### src/rtl/pipe_ctrl.sv
// Hazard/stall/forwarding controller for a 5-stage in-order pipeline.
// Holds EX/MEM/WB shadow copies of the control fields and drives register enables, flushes and forwarding selects.
module pipe_ctrl #(
  parameter int unsigned STALL_CNT_W = 16
) (
  input  logic                   clk,
  input  logic                   rst,
  input  logic                   id_valid,
  input  logic                   id_rf_en,
  input  logic                   id_is_load,
  input  logic                   id_is_mem,
  input  logic [4:0]             id_rs1,
  input  logic [4:0]             id_rs2,
  input  logic [4:0]             id_rd,
  input  logic                   id_use_rs1,
  input  logic                   id_use_rs2,
  input  logic                   ex_br_taken,
  input  logic                   dmem_ack,
  output logic                   pc_en,
  output logic                   ifid_en,
  output logic                   idex_en,
  output logic                   exmem_en,
  output logic                   memwb_en,
  output logic                   ifid_flush,
  output logic                   idex_flush,
  output logic                   pc_sel,
  output logic [1:0]             fwd_a,
  output logic [1:0]             fwd_b,
  output logic                   dmem_req,
  output logic [STALL_CNT_W-1:0] stall_cnt
);

  typedef enum logic {RUN = 1'b0, MEM_WAIT = 1'b1} state_t;

  state_t state_q, state_d;

  logic       ex_valid_q, ex_rf_en_q, ex_is_load_q, ex_is_mem_q;
  logic [4:0] ex_rd_q, ex_rs1_q, ex_rs2_q;
  logic       ex_valid_d, ex_rf_en_d, ex_is_load_d, ex_is_mem_d;
  logic [4:0] ex_rd_d, ex_rs1_d, ex_rs2_d;

  logic       mem_valid_q, mem_rf_en_q, mem_is_load_q, mem_is_mem_q;
  logic [4:0] mem_rd_q;
  logic       mem_valid_d, mem_rf_en_d, mem_is_load_d, mem_is_mem_d;
  logic [4:0] mem_rd_d;

  logic       wb_valid_q, wb_rf_en_q, wb_is_load_q, wb_is_mem_q;
  logic [4:0] wb_rd_q;
  logic       wb_valid_d, wb_rf_en_d, wb_is_load_d, wb_is_mem_d;
  logic [4:0] wb_rd_d;

  logic [STALL_CNT_W-1:0] stall_cnt_q, stall_cnt_d;

  logic mem_stall, br_take, load_use;
  logic mem_fwd_ok, wb_fwd_ok;
  logic unused_wb;

  // WB load/store flags are tracked for completeness but nothing downstream consumes them.
  assign unused_wb = wb_is_load_q ^ wb_is_mem_q;

  always_ff @(posedge clk) begin
    if (!rst) begin
      state_q       <= RUN;
      ex_valid_q    <= 1'b0;
      ex_rf_en_q    <= 1'b0;
      ex_is_load_q  <= 1'b0;
      ex_is_mem_q   <= 1'b0;
      ex_rd_q       <= '0;
      ex_rs1_q      <= '0;
      ex_rs2_q      <= '0;
      mem_valid_q   <= 1'b0;
      mem_rf_en_q   <= 1'b0;
      mem_is_load_q <= 1'b0;
      mem_is_mem_q  <= 1'b0;
      mem_rd_q      <= '0;
      wb_valid_q    <= 1'b0;
      wb_rf_en_q    <= 1'b0;
      wb_is_load_q  <= 1'b0;
      wb_is_mem_q   <= 1'b0;
      wb_rd_q       <= '0;
      stall_cnt_q   <= '0;
    end else begin
      state_q       <= state_d;
      ex_valid_q    <= ex_valid_d;
      ex_rf_en_q    <= ex_rf_en_d;
      ex_is_load_q  <= ex_is_load_d;
      ex_is_mem_q   <= ex_is_mem_d;
      ex_rd_q       <= ex_rd_d;
      ex_rs1_q      <= ex_rs1_d;
      ex_rs2_q      <= ex_rs2_d;
      mem_valid_q   <= mem_valid_d;
      mem_rf_en_q   <= mem_rf_en_d;
      mem_is_load_q <= mem_is_load_d;
      mem_is_mem_q  <= mem_is_mem_d;
      mem_rd_q      <= mem_rd_d;
      wb_valid_q    <= wb_valid_d;
      wb_rf_en_q    <= wb_rf_en_d;
      wb_is_load_q  <= wb_is_load_d;
      wb_is_mem_q   <= wb_is_mem_d;
      wb_rd_q       <= wb_rd_d;
      stall_cnt_q   <= stall_cnt_d;
    end
  end

  // The frozen MEM shadow keeps dmem_req high while waiting, so the state
  // tracks the outstanding access and leaves as soon as it is acknowledged.
  always_comb begin
    state_d = state_q;
    case (state_q)
      RUN:      if (dmem_req && !dmem_ack) state_d = MEM_WAIT;
      MEM_WAIT: if (dmem_ack || !dmem_req) state_d = RUN;
      default:  state_d = RUN;
    endcase
  end

  always_comb begin
    dmem_req  = mem_valid_q & mem_is_mem_q;
    mem_stall = dmem_req & ~dmem_ack;
    br_take   = ex_valid_q & ex_br_taken;
    load_use  = id_valid & ex_valid_q & ex_is_load_q & (ex_rd_q != 5'd0) &
                ((id_use_rs1 & (id_rs1 == ex_rd_q)) | (id_use_rs2 & (id_rs2 == ex_rd_q)));

    pc_en      = 1'b1;
    ifid_en    = 1'b1;
    idex_en    = 1'b1;
    exmem_en   = 1'b1;
    memwb_en   = 1'b1;
    ifid_flush = 1'b0;
    idex_flush = 1'b0;
    pc_sel     = 1'b0;

    if (mem_stall) begin
      pc_en    = 1'b0;
      ifid_en  = 1'b0;
      idex_en  = 1'b0;
      exmem_en = 1'b0;
      memwb_en = 1'b0;
    end else if (br_take) begin
      pc_sel     = 1'b1;
      ifid_flush = 1'b1;
      idex_flush = 1'b1;
    end else if (load_use) begin
      pc_en      = 1'b0;
      ifid_en    = 1'b0;
      idex_flush = 1'b1;
    end

    mem_fwd_ok = mem_valid_q & mem_rf_en_q & ~mem_is_load_q & (mem_rd_q != 5'd0);
    wb_fwd_ok  = wb_valid_q & wb_rf_en_q & (wb_rd_q != 5'd0);

    fwd_a = 2'b00;
    if (mem_fwd_ok && (mem_rd_q == ex_rs1_q))     fwd_a = 2'b01;
    else if (wb_fwd_ok && (wb_rd_q == ex_rs1_q))  fwd_a = 2'b10;

    fwd_b = 2'b00;
    if (mem_fwd_ok && (mem_rd_q == ex_rs2_q))     fwd_b = 2'b01;
    else if (wb_fwd_ok && (wb_rd_q == ex_rs2_q))  fwd_b = 2'b10;

    stall_cnt = stall_cnt_q;
  end

  always_comb begin
    ex_valid_d    = ex_valid_q;
    ex_rf_en_d    = ex_rf_en_q;
    ex_is_load_d  = ex_is_load_q;
    ex_is_mem_d   = ex_is_mem_q;
    ex_rd_d       = ex_rd_q;
    ex_rs1_d      = ex_rs1_q;
    ex_rs2_d      = ex_rs2_q;
    mem_valid_d   = mem_valid_q;
    mem_rf_en_d   = mem_rf_en_q;
    mem_is_load_d = mem_is_load_q;
    mem_is_mem_d  = mem_is_mem_q;
    mem_rd_d      = mem_rd_q;
    wb_valid_d    = wb_valid_q;
    wb_rf_en_d    = wb_rf_en_q;
    wb_is_load_d  = wb_is_load_q;
    wb_is_mem_d   = wb_is_mem_q;
    wb_rd_d       = wb_rd_q;
    stall_cnt_d   = stall_cnt_q;

    // A bubble clears the whole EX slot so stale source indices cannot steer forwarding.
    if (idex_en) begin
      if (idex_flush) begin
        ex_valid_d   = 1'b0;
        ex_rf_en_d   = 1'b0;
        ex_is_load_d = 1'b0;
        ex_is_mem_d  = 1'b0;
        ex_rd_d      = '0;
        ex_rs1_d     = '0;
        ex_rs2_d     = '0;
      end else begin
        ex_valid_d   = id_valid;
        ex_rf_en_d   = id_rf_en;
        ex_is_load_d = id_is_load;
        ex_is_mem_d  = id_is_mem;
        ex_rd_d      = id_rd;
        ex_rs1_d     = id_rs1;
        ex_rs2_d     = id_rs2;
      end
    end

    if (exmem_en) begin
      mem_valid_d   = ex_valid_q;
      mem_rf_en_d   = ex_rf_en_q;
      mem_is_load_d = ex_is_load_q;
      mem_is_mem_d  = ex_is_mem_q;
      mem_rd_d      = ex_rd_q;
    end

    if (memwb_en) begin
      wb_valid_d   = mem_valid_q;
      wb_rf_en_d   = mem_rf_en_q;
      wb_is_load_d = mem_is_load_q;
      wb_is_mem_d  = mem_is_mem_q;
      wb_rd_d      = mem_rd_q;
    end

    if (!pc_en && (stall_cnt_q != '1)) stall_cnt_d = stall_cnt_q + STALL_CNT_W'(1);
  end

endmodule
### config.mk
export PLATFORM = sky130hd
export DESIGN_NAME = pipe_ctrl
export DESIGN_NICKNAME = d
export VERILOG_FILES = /design/src/rtl/pipe_ctrl.sv
export SDC_FILE = /design/constraint.sdc
export NUM_CORES = 1
export LEC_CHECK = 0
export BUFFER_PORTS_ARGS = -buffer_cell sky130_fd_sc_hd__buf_2
export CORE_MARGIN = 2
export CORE_UTILIZATION = 55
export DETAILED_ROUTE_END_ITERATION = 16
export PLACE_DENSITY = 0.92
export SETUP_SLACK_MARGIN = 0.1
export SLEW_MARGIN = 0
export SYNTH_ARGS = -nofsm -noshare
export SYNTH_HDL_FRONTEND = slang
export SYNTH_SLANG_ARGS = --single-unit
### constraint.sdc
create_clock -name clk -period 4.55 [get_ports clk]
set_clock_uncertainty 0.1 [all_clocks]
set_input_delay 0.455 -clock clk [delete_from_list [all_inputs] [get_ports clk]]
set_output_delay 0.455 -clock clk [all_outputs]
set_load 0.005 [all_outputs]
==> impl_metrics.json, run 1 <==
{
  "cellPowerDensity_mw_per_mm2": 286,
  "max_stage_delay_ns": 0.53,
  "yosys_warnings": 0,
  "crit_family": "simple AND/OR/NAND/NOR gates",
  "drt-initial-drc-count": 257,
  "ctsHoldBuffers": 0,
  "vias": 2290,
  "grt_pass1_vias": 2037,
  "cts.sinks": 51,
  "antenna_found_initial": 0,
  "status": "complete, no violations",
  "clockRootBuffer": "clkbuf_8",
  "io_buffers": 53,
  "period_share_pct": 59.5,
  "synth-compound-area-share_pct": 17.5,
  "clkLatencyLatePin_ns": 0.31,
  "final_util_pct": 64.7,
  "grt_max_degree": 40,
  "yosysSeqAreaShare_pct": 41.3,
  "drv_slew": 0,
  "critPathMostFrequentCell": "nor4_1",
  "layout_common_cells": "53 x buf_2, 51 x dfxtp_1, 40 x nand2_1, 28 x nor2_1, 23 x a21oi_1",
  "ir_drop_mv": 0.210,
  "cts_buffer_depth": 2,
  "critPathArrivalTime_ns": 2.15,
  "cp_cell_sequence": "or4_1, o21ai_0, nor4_1, nor4_1, buf_2",
  "synthSimpleGateAreaFrac_pct": 23.7,
  "cp.required_ns": 3.99,
  "cts_resized": 0,
  "wl_um": 5700,
  "std_cell_rows": 24,
  "hp-class": "in -> reg",
  "drt_first_pass_iters": 4,
  "avgSynthCellArea_um2": 8.46,
  "tightest_slew_ns": 1.32,
  "synth_flop_cell": "dfxtp_1",
  "final_common_cell": "buf_2",
  "path_clk_slew_ns": 0.09,
  "die_height_um": 71.0,
  "rrSetupSlack_ns": 2.03,
  "drive_gt1_share_pct": 20.3,
  "fin_area_mm2": 0.00282,
  "synth.ff_latch_count": 51,
  "synthAdderAreaFrac_pct": 0.506,
  "power.leakage_nw": 1.18,
  "cts_max_level": 2,
  "slew_headroom_pct": 12.2,
  "overflow": 0,
  "synth_cell_types": 40,
  "grt_use_total_pct": 23.0,
  "path_max_fanout": 5,
  "whs_ns": 0.285,
  "setup_viol": 0,
  "viasPerCell": 5.92,
  "synthArstFlopShare_pct": 0,
  "synth_nets": 318,
  "synthXorXnorAreaFrac_pct": 10.6,
  "syn2layout_area_growth_pct": 14.1,
  "globalplace.congestion": 0.914,
  "rsz0062_at_grt": "no",
  "final_period_minus_worst_setup_slack_ns": 2.71,
  "antenna_cells": 0,
  "grt_pass1_wl_um": 9360,
  "post_cts_buffers": 0,
  "numCtsBuffers": 5,
  "drc": 0,
  "pin_count": 54,
  "synth_edf_count": 0,
  "die_area_mm2": 0.00505,
  "routedWlPerCell_um": 14.7,
  "die_x_um": 71.0,
  "netlist_area_mm2": 0.00247,
  "startpoint_type": "register",
  "crit_buf_inv": 1,
  "cts_tree": "done",
  "layout.nets": 361,
  "start_util_pct": 56.8,
  "placed_area_mm2": 0.00274,
  "synth_top_family_by_area": "simple AND/OR/NAND/NOR gates",
  "endpoint_kind": "primary output",
  "hold_violations": 0,
  "clock.fmax_mhz": 369,
  "maxCapViolations": 0,
  "ant_nets": 0,
  "crit_type": "reg -> out",
  "dp_hpwl_um": 4020,
  "synthMuxAreaShare_pct": 1.62,
  "fin_setup_tns_ns": 0,
  "core_mm2": 0.00435,
  "critPathSlowestCell": "or4_1",
  "syn_inst": 292
}
## synth_stat cells (3+ instances only)
cell type,instances,area (um2)
nand4_1,3,18.8
xnor2_1,16,140
o31ai_1,7,52.6
nand3_1,10,50.1
and3_1,3,18.8
nand2_1,40,150
a22oi_1,19,143
inv_1,4,15.0
or4_1,11,82.6
a21oi_1,23,115
dfxtp_1,51,1020
clkbuf_1,9,33.8
buf_2,4,20.0
nor4_1,6,37.5
nand2b_1,5,31.3
mux2i_1,4,40.0
nor2_1,28,105
xor2_1,14,123
buf_4,5,37.5
## sequential cells by signal (all words and copies together), names as in the netlist, 5 cells and up
| signal | count |
|---|---|
| ex_rd_q | 5 |
| ex_rs1_q | 5 |
| ex_rs2_q | 5 |
| mem_rd_q | 5 |
| stall_cnt | 16 |
| wb_rd_q | 5 |
## worst register-to-register path: stages, from the launching register on
cell,delay (ns)
dfxtp_1,0.43
and4_1,0.28
nand3_1,0.19
nor3_2,1.03
o311ai_0,0.28
o41ai_1,0.12
## kinds of logic (layout without fill, tap and decap cells)
| family | Yosys count | after routing |
|---|---|---|
| buffers and inverters | 25 | 68 |
| DFF | 51 | 51 |
| adders and majority gates | 1 | 1 |
| and+or+nand+nor | 118 | 118 |
| xor gates and xnor gates | 30 | 30 |
| muxes | 4 | 4 |
| AOI/OAI and AO/OA | 63 | 63 |
## path summary, 6_finish.rpt
check                       startpoint                    endpoint  cells past startpoint
min                           id_rd[3]     ex_rd_q[3]$_SDFFE_PN0N_                      3
max reg2reg  stall_cnt[3]$_SDFFE_PN0P_  stall_cnt[15]$_SDFFE_PN0P_                      5
max           mem_rd_q[1]$_SDFFE_PN0N_                    fwd_a[1]                      5
min reg2reg    wb_rf_en_q$_SDFFE_PN0N_     wb_rf_en_q$_SDFFE_PN0N_                      2
## through the flow
step                      power (mW)  setup WS, ns  instances
final                          0.806          1.84        387
after CTS                      0.809          1.86        387
after floorplan                0.537          2.37        292
after global placement         0.562          2.16        380
after detailed placement       0.565          2.08        380
after global routing           0.835          1.71        387
## metal layers
layer	vias up	track usage, %	part of all wire [%]
met3	9	3.70	6.4
met1	1081	31.7	44
met4	0	10.1	1.8
met2	73	35.7	48
li1	1127	-	-
met5	-	0	0
## power breakdown
| part | internal (mW) | switching [mW] | total (mW) |
|---|---|---|---|
| clock network | 0.105 | 0.145 | 0.250 |
| registers | 0.461 | 0.0203 | 0.482 |
| logic | 0.0371 | 0.0376 | 0.0747 |
## final cells by class
class | count | area, um2
well taps | 52 | 65.1
multi-input cells | 216 | 1340
clock buffers | 5 | 68.8
fillers | 356 | 1540
inverters | 5 | 18.8
repair buffers | 56 | 288
clock inverters | 2 | 13.8
flip-flops and latches | 51 | 1020
No activity file was read; power rests on OpenSTA's default activity.
==> run 2, diff against run 1 <==
CORE_UTILIZATION = 49   (was 55)
PLACE_DENSITY = 0.87   (was 0.92)
clock period = 2.17 ns   (was 4.55 ns; I/O delays follow)
==> run 2 against run 1 <==
Net effect: the flow now finishes with violations (negative setup slack); die area grew 12%; via count up 11%; critical path depth is the same; sequential share of layout area down 4.8 points; hold slack worse by 0.24 ns; global-route usage grew 0.17 points; cell count is 9.6% higher; total power grew 120%; cell area grew 19%; non-clock buffer count is 21 higher.
==> impl_metrics.json, run 2 (synthesized netlist as in run 1, its figures left out) <==
{
  "status": "finished with violations",
  "violations": "negative setup slack",
  "path_clk_slew_ns": 0.09,
  "antenna_cells": 0,
  "wl_um": 7210,
  "viasPerCell": 5.98,
  "drc": 0,
  "drv_slew": 0,
  "drt_first_pass_iters": 5,
  "clkLatencyLatePin_ns": 0.31,
  "die_area_mm2": 0.00563,
  "max_stage_delay_ns": 0.55,
  "drive_gt1_share_pct": 41.2,
  "maxCapViolations": 0,
  "dp_hpwl_um": 4290,
  "startpoint_type": "register",
  "ant_nets": 0,
  "cts_buffer_depth": 2,
  "critPathArrivalTime_ns": 1.90,
  "whs_ns": 0.0455,
  "die_height_um": 75.0,
  "cts_max_level": 2,
  "layout_common_cells": "51 x buf_2, 39 x nand2_1, 34 x dfxtp_1, 28 x nor2_1, 19 x a22oi_1",
  "overflow": 0,
  "cts.sinks": 51,
  "die_x_um": 75.0,
  "cp_cell_sequence": "or4_4, o21ai_4, nor4_4, nor4_2, buf_2",
  "ir_drop_mv": 0.442,
  "fillers": 309,
  "tightest_slew_ns": 0.541,
  "layout.nets": 382,
  "cp.required_ns": 1.85,
  "clockRootBuffer": "clkbuf_8",
  "antenna_found_initial": 0,
  "ctsHoldBuffers": 0,
  "start_util_pct": 51.6,
  "final_common_cell": "buf_2",
  "path_max_fanout": 3,
  "grt_max_degree": 35,
  "grt_pass1_wl_um": 10100,
  "period_share_pct": 102,
  "setup_viol": 1,
  "pin_count": 54,
  "vias": 2536,
  "grt_use_total_pct": 23.2,
  "grt_pass1_vias": 2214,
  "cts_tree": "done",
  "crit_type": "reg -> out",
  "fin_ws_ns": -0.0509,
  "std_cell_rows": 25,
  "hp-class": "in -> reg",
  "core_mm2": 0.00479,
  "globalplace.congestion": 0.900,
  "largest_reg_flops": 16,
  "hold_violations": 0,
  "syn2layout_area_growth_pct": 36.1,
  "final_util_pct": 70.3,
  "critPathSlowestCell": "or4_4",
  "clock.fmax_mhz": 450,
  "rsz0062_at_grt": "yes",
  "numCtsBuffers": 5,
  "drt-initial-drc-count": 172,
  "endpoint_kind": "primary output",
  "final_period_minus_worst_setup_slack_ns": 2.22,
  "routedWlPerCell_um": 17.0,
  "power.leakage_nw": 1.41,
  "io_buffers": 53,
  "cellPowerDensity_mw_per_mm2": 526,
  "slew_headroom_pct": 63.6
}
## run 2: cell types whose count changed in the layout (fill, tap and decap cells not counted), moves of 6 or more
cell and delta:
or4_1 -7, buf_4 +15, dfxtp_2 +11, or4_4 +7, dfxtp_1 -17, xnor2_1 -6, a21oi_2 +8, a21oi_1 -8
xnor2_2 +6, dfxtp_4 +6
## run 2: path summary, 6_finish.rpt
kind / start / endpoint / slack [ns] / depth (start not counted)
setup / recovery: mem_rd_q[3]$_SDFFE_PN0N_ / fwd_a[1] / -0.05 / 5
hold / removal: id_rd[1] / ex_rd_q[1]$_SDFFE_PN0N_ / 0.05 / 3
setup reg to reg: ex_rd_q[2]$_SDFFE_PN0N_ / stall_cnt[3]$_SDFFE_PN0P_ / 0 / 7
hold reg to reg: wb_rf_en_q$_SDFFE_PN0N_ / wb_rf_en_q$_SDFFE_PN0N_ / 0.37 / 2
## run 2: through the flow
stage	area (um2)	TNS, ns	power (mW)	instances	setup WS, ns
after global routing	3360	-0.447	1.84	424	-0.144
after global placement	2830	0	1.18	403	0.137
after floorplan	2470	0	1.13	292	0.230
after detailed placement	2830	0	1.19	403	0.0396
after CTS	2970	0	1.74	415	0.00272
final	3360	-0.0509	1.77	424	-0.0509
## run 2: layout make-up
cell class	instances	area (um2)	area share, %
Clock buffer	5	68.8	2.05
Clock inverter	3	18.8	0.558
Inverter	5	22.5	0.670
Multi-Input combinational cell	216	1600	47.4
Sequential cell	51	1060	31.4
Tap cell	67	83.8	2.49
Timing Repair Buffer	77	517	15.4
## run 2: metal layers
layer / vias up / track usage (%) / routed length (um)
met2: 120 / 35.7 / 3530
met4: 0 / 9.92 / 279
li1: 1177 / - / -
met1: 1206 / 31.9 / 2940
met3: 33 / 4.28 / 460
met5: - / 0 / 0
## run 2: worst max-delay path: cells and delay by family (launching register included)
kind            cells  cell delay, ns
compound gates      1            0.18
buf+inv             1            0.16
flops               1            0.36
simple gates        3            0.90
## run 2: repair_timing
item,in CTS,in global routing
setup buffers,4,7
pin swaps,5,29
resized for setup,13,65
setup endpoints to repair,12,22
gates cloned,0,2
## run 2: power by group
part / switching (mW) / internal [mW]
clock: 0.321 / 0.228
sequential: 0.0406 / 0.965
combinational: 0.110 / 0.103
total: 0.472 / 1.30
==> run 3, diff against run 2 <==
CORE_MARGIN = unset   (was 2)
clock period = 1.94 ns   (was 2.17 ns; I/O delays follow)
==> run 3 against run 2 <==
Net effect: the flow still finishes with violations (negative setup slack); via count grew 17%; largest power group unchanged; die area shrank 5.3%; critical path type unchanged; sequential power grew 12%; hold slack lost 0.030 ns; non-clock buffer count grew 27; flip-flop and latch count is the same.
==> impl_metrics.json, run 3 (synthesized netlist as in run 1, its figures left out) <==
{
  "cts_max_level": 2,
  "pin_count": 54,
  "clockRootBuffer": "clkbuf_8",
  "antenna_found_initial": 0,
  "cellPowerDensity_mw_per_mm2": 565,
  "fin_ws_ns": -0.253,
  "overflow": 0,
  "hp-class": "in -> reg",
  "globalplace.congestion": 0.887,
  "path_clk_slew_ns": 0.11,
  "start_util_pct": 51.6,
  "rsz0062_at_grt": "yes",
  "endpoint_kind": "primary output",
  "setup_viol": 41,
  "slew_headroom_pct": 65.8,
  "cts_tree": "done",
  "hold_violations": 0,
  "maxCapViolations": 0,
  "crit_type": "reg -> out",
  "viasPerCell": 6.60,
  "multiInputGateArea_mm2": 0.00188,
  "layout.cells.non_filler": 451,
  "switchingPower_mw": 0.619,
  "die_x_um": 73.0,
  "cp.required_ns": 1.65,
  "grt_max_degree": 35,
  "fin_area_mm2": 0.00396,
  "grt_pass1_vias": 2702,
  "dp_slack_ns": -0.0728,
  "period_share_pct": 113,
  "vias": 2978,
  "numCtsBuffers": 5,
  "violations": "negative setup slack",
  "die_area_mm2": 0.00533,
  "seq_area_mm2": 0.00106,
  "p_seq_share_pct": 50.5,
  "drt-initial-drc-count": 462,
  "layout_common_cells": "49 x buf_2, 39 x nand2_1, 32 x dfxtp_1, 27 x buf_4, 26 x nor2_1",
  "status": "finished with violations",
  "fin_setup_tns_ns": -4.82,
  "placed_area_mm2": 0.00294,
  "power.leakage_nw": 1.59,
  "drt_first_pass_iters": 6,
  "path_max_fanout": 2,
  "die_height_um": 73.0,
  "final_util_pct": 82.8,
  "worstHoldPathCells": 3,
  "cts_buffer_depth": 2,
  "switching_share_pct": 27.7,
  "p_clk_share_pct": 34.8,
  "grt_use_total_pct": 33.5,
  "drv_slew": 0,
  "io_buffers": 53,
  "final_period_minus_worst_setup_slack_ns": 2.19,
  "cts.sinks": 51,
  "antenna_cells": 0,
  "p_int_mw": 1.62,
  "clkLatencyLatePin_ns": 0.32,
  "wl_um": 10500,
  "startpoint_type": "register",
  "dp_hpwl_um": 4420,
  "rrSetupSlack_ns": -0.22,
  "routedWlPerCell_um": 23.2,
  "clock.fmax_mhz": 456,
  "ant_nets": 0,
  "drive_gt1_share_pct": 55.2,
  "drc": 0,
  "core_mm2": 0.00479,
  "grt_pass1_wl_um": 13600,
  "combPwrFrac_pct": 14.7,
  "fillers": 222,
  "critPathArrivalTime_ns": 1.90,
  "largest_reg_flops": 16,
  "syn2layout_area_growth_pct": 60.3,
  "final_common_cell": "buf_2",
  "ir_drop_mv": 0.503,
  "rr_worst_depth": 11,
  "layout.nets": 409,
  "tightest_slew_ns": 0.509,
  "std_cell_rows": 25,
  "dp_cells": 416
}
==> run 3: worst max-delay path, stage by stage (launching register included) <==
cell and delay [ns]:
dfxtp_2 0.35, or4_4 0.55, o21ai_4 0.17, buf_4 0.15
nor4_4 0.04, nor4_2 0.15, buf_2 0.16
==> run 3: timing repair <==
| item | 4_1_cts | 5_1_grt |
|---|---|---|
| cloned | 2 | 3 |
| endpoints found under the setup margin | 24 | 48 |
| resized for setup | 60 | 96 |
| pin swaps | 44 | 28 |
| hold buffers | 0 | 0 |
| setup buffers | 14 | 14 |
==> run 3: metal layers <==
metal  GRT usage (%)  share of wire, %  up-vias
met1            41.5                37     1417
met3            7.04                10       69
met5               0                 0        -
met2            56.2                47      261
li1                -                 -     1231
met4            14.6               5.6        0
==> run 3: through the flow <==
step | total power, mW | hold WS [ns]
CTS | 2.12 | 0.0181
floorplan | 1.26 | 0.239
global route | 2.29 | 0.0339
finish | 2.24 | 0.0157
global placement | 1.34 | 0.329
detailed placement | 1.35 | 0.337
==> run 3: final timing paths <==
check / from / endpoint
worst max-delay path: mem_rd_q[1]$_SDFFE_PN0N_ / fwd_a[1]
worst min-delay path: id_rd[1] / ex_rd_q[1]$_SDFFE_PN0N_
worst max register to register: ex_rd_q[3]$_SDFFE_PN0N_ / ex_rs1_q[1]$_SDFFE_PN0N_
worst min register to register: mem_valid_q$_SDFFE_PN0N_ / wb_valid_q$_SDFFE_PN0N_
==> run 3: power by group through the flow <==
| stage | sequential, mW | clock, mW | combinational (mW) |
|---|---|---|---|
| global route | 1.13 | 0.814 | 0.343 |
| floorplan | 1.14 | 0 | 0.122 |
| finish | 1.13 | 0.778 | 0.328 |
| CTS | 1.12 | 0.748 | 0.257 |
| detailed placement | 1.14 | 0 | 0.207 |
| global placement | 1.14 | 0 | 0.199 |
==> run 3: area by class of cell <==
type	instances	share of cell area (%)
multi-input cells	216	47.6
flip-flops and latches	51	26.8
repair buffers	104	20.2
well taps	67	2.12
clock buffers	5	1.74
clock inverters	3	1.11
inverters	5	0.569
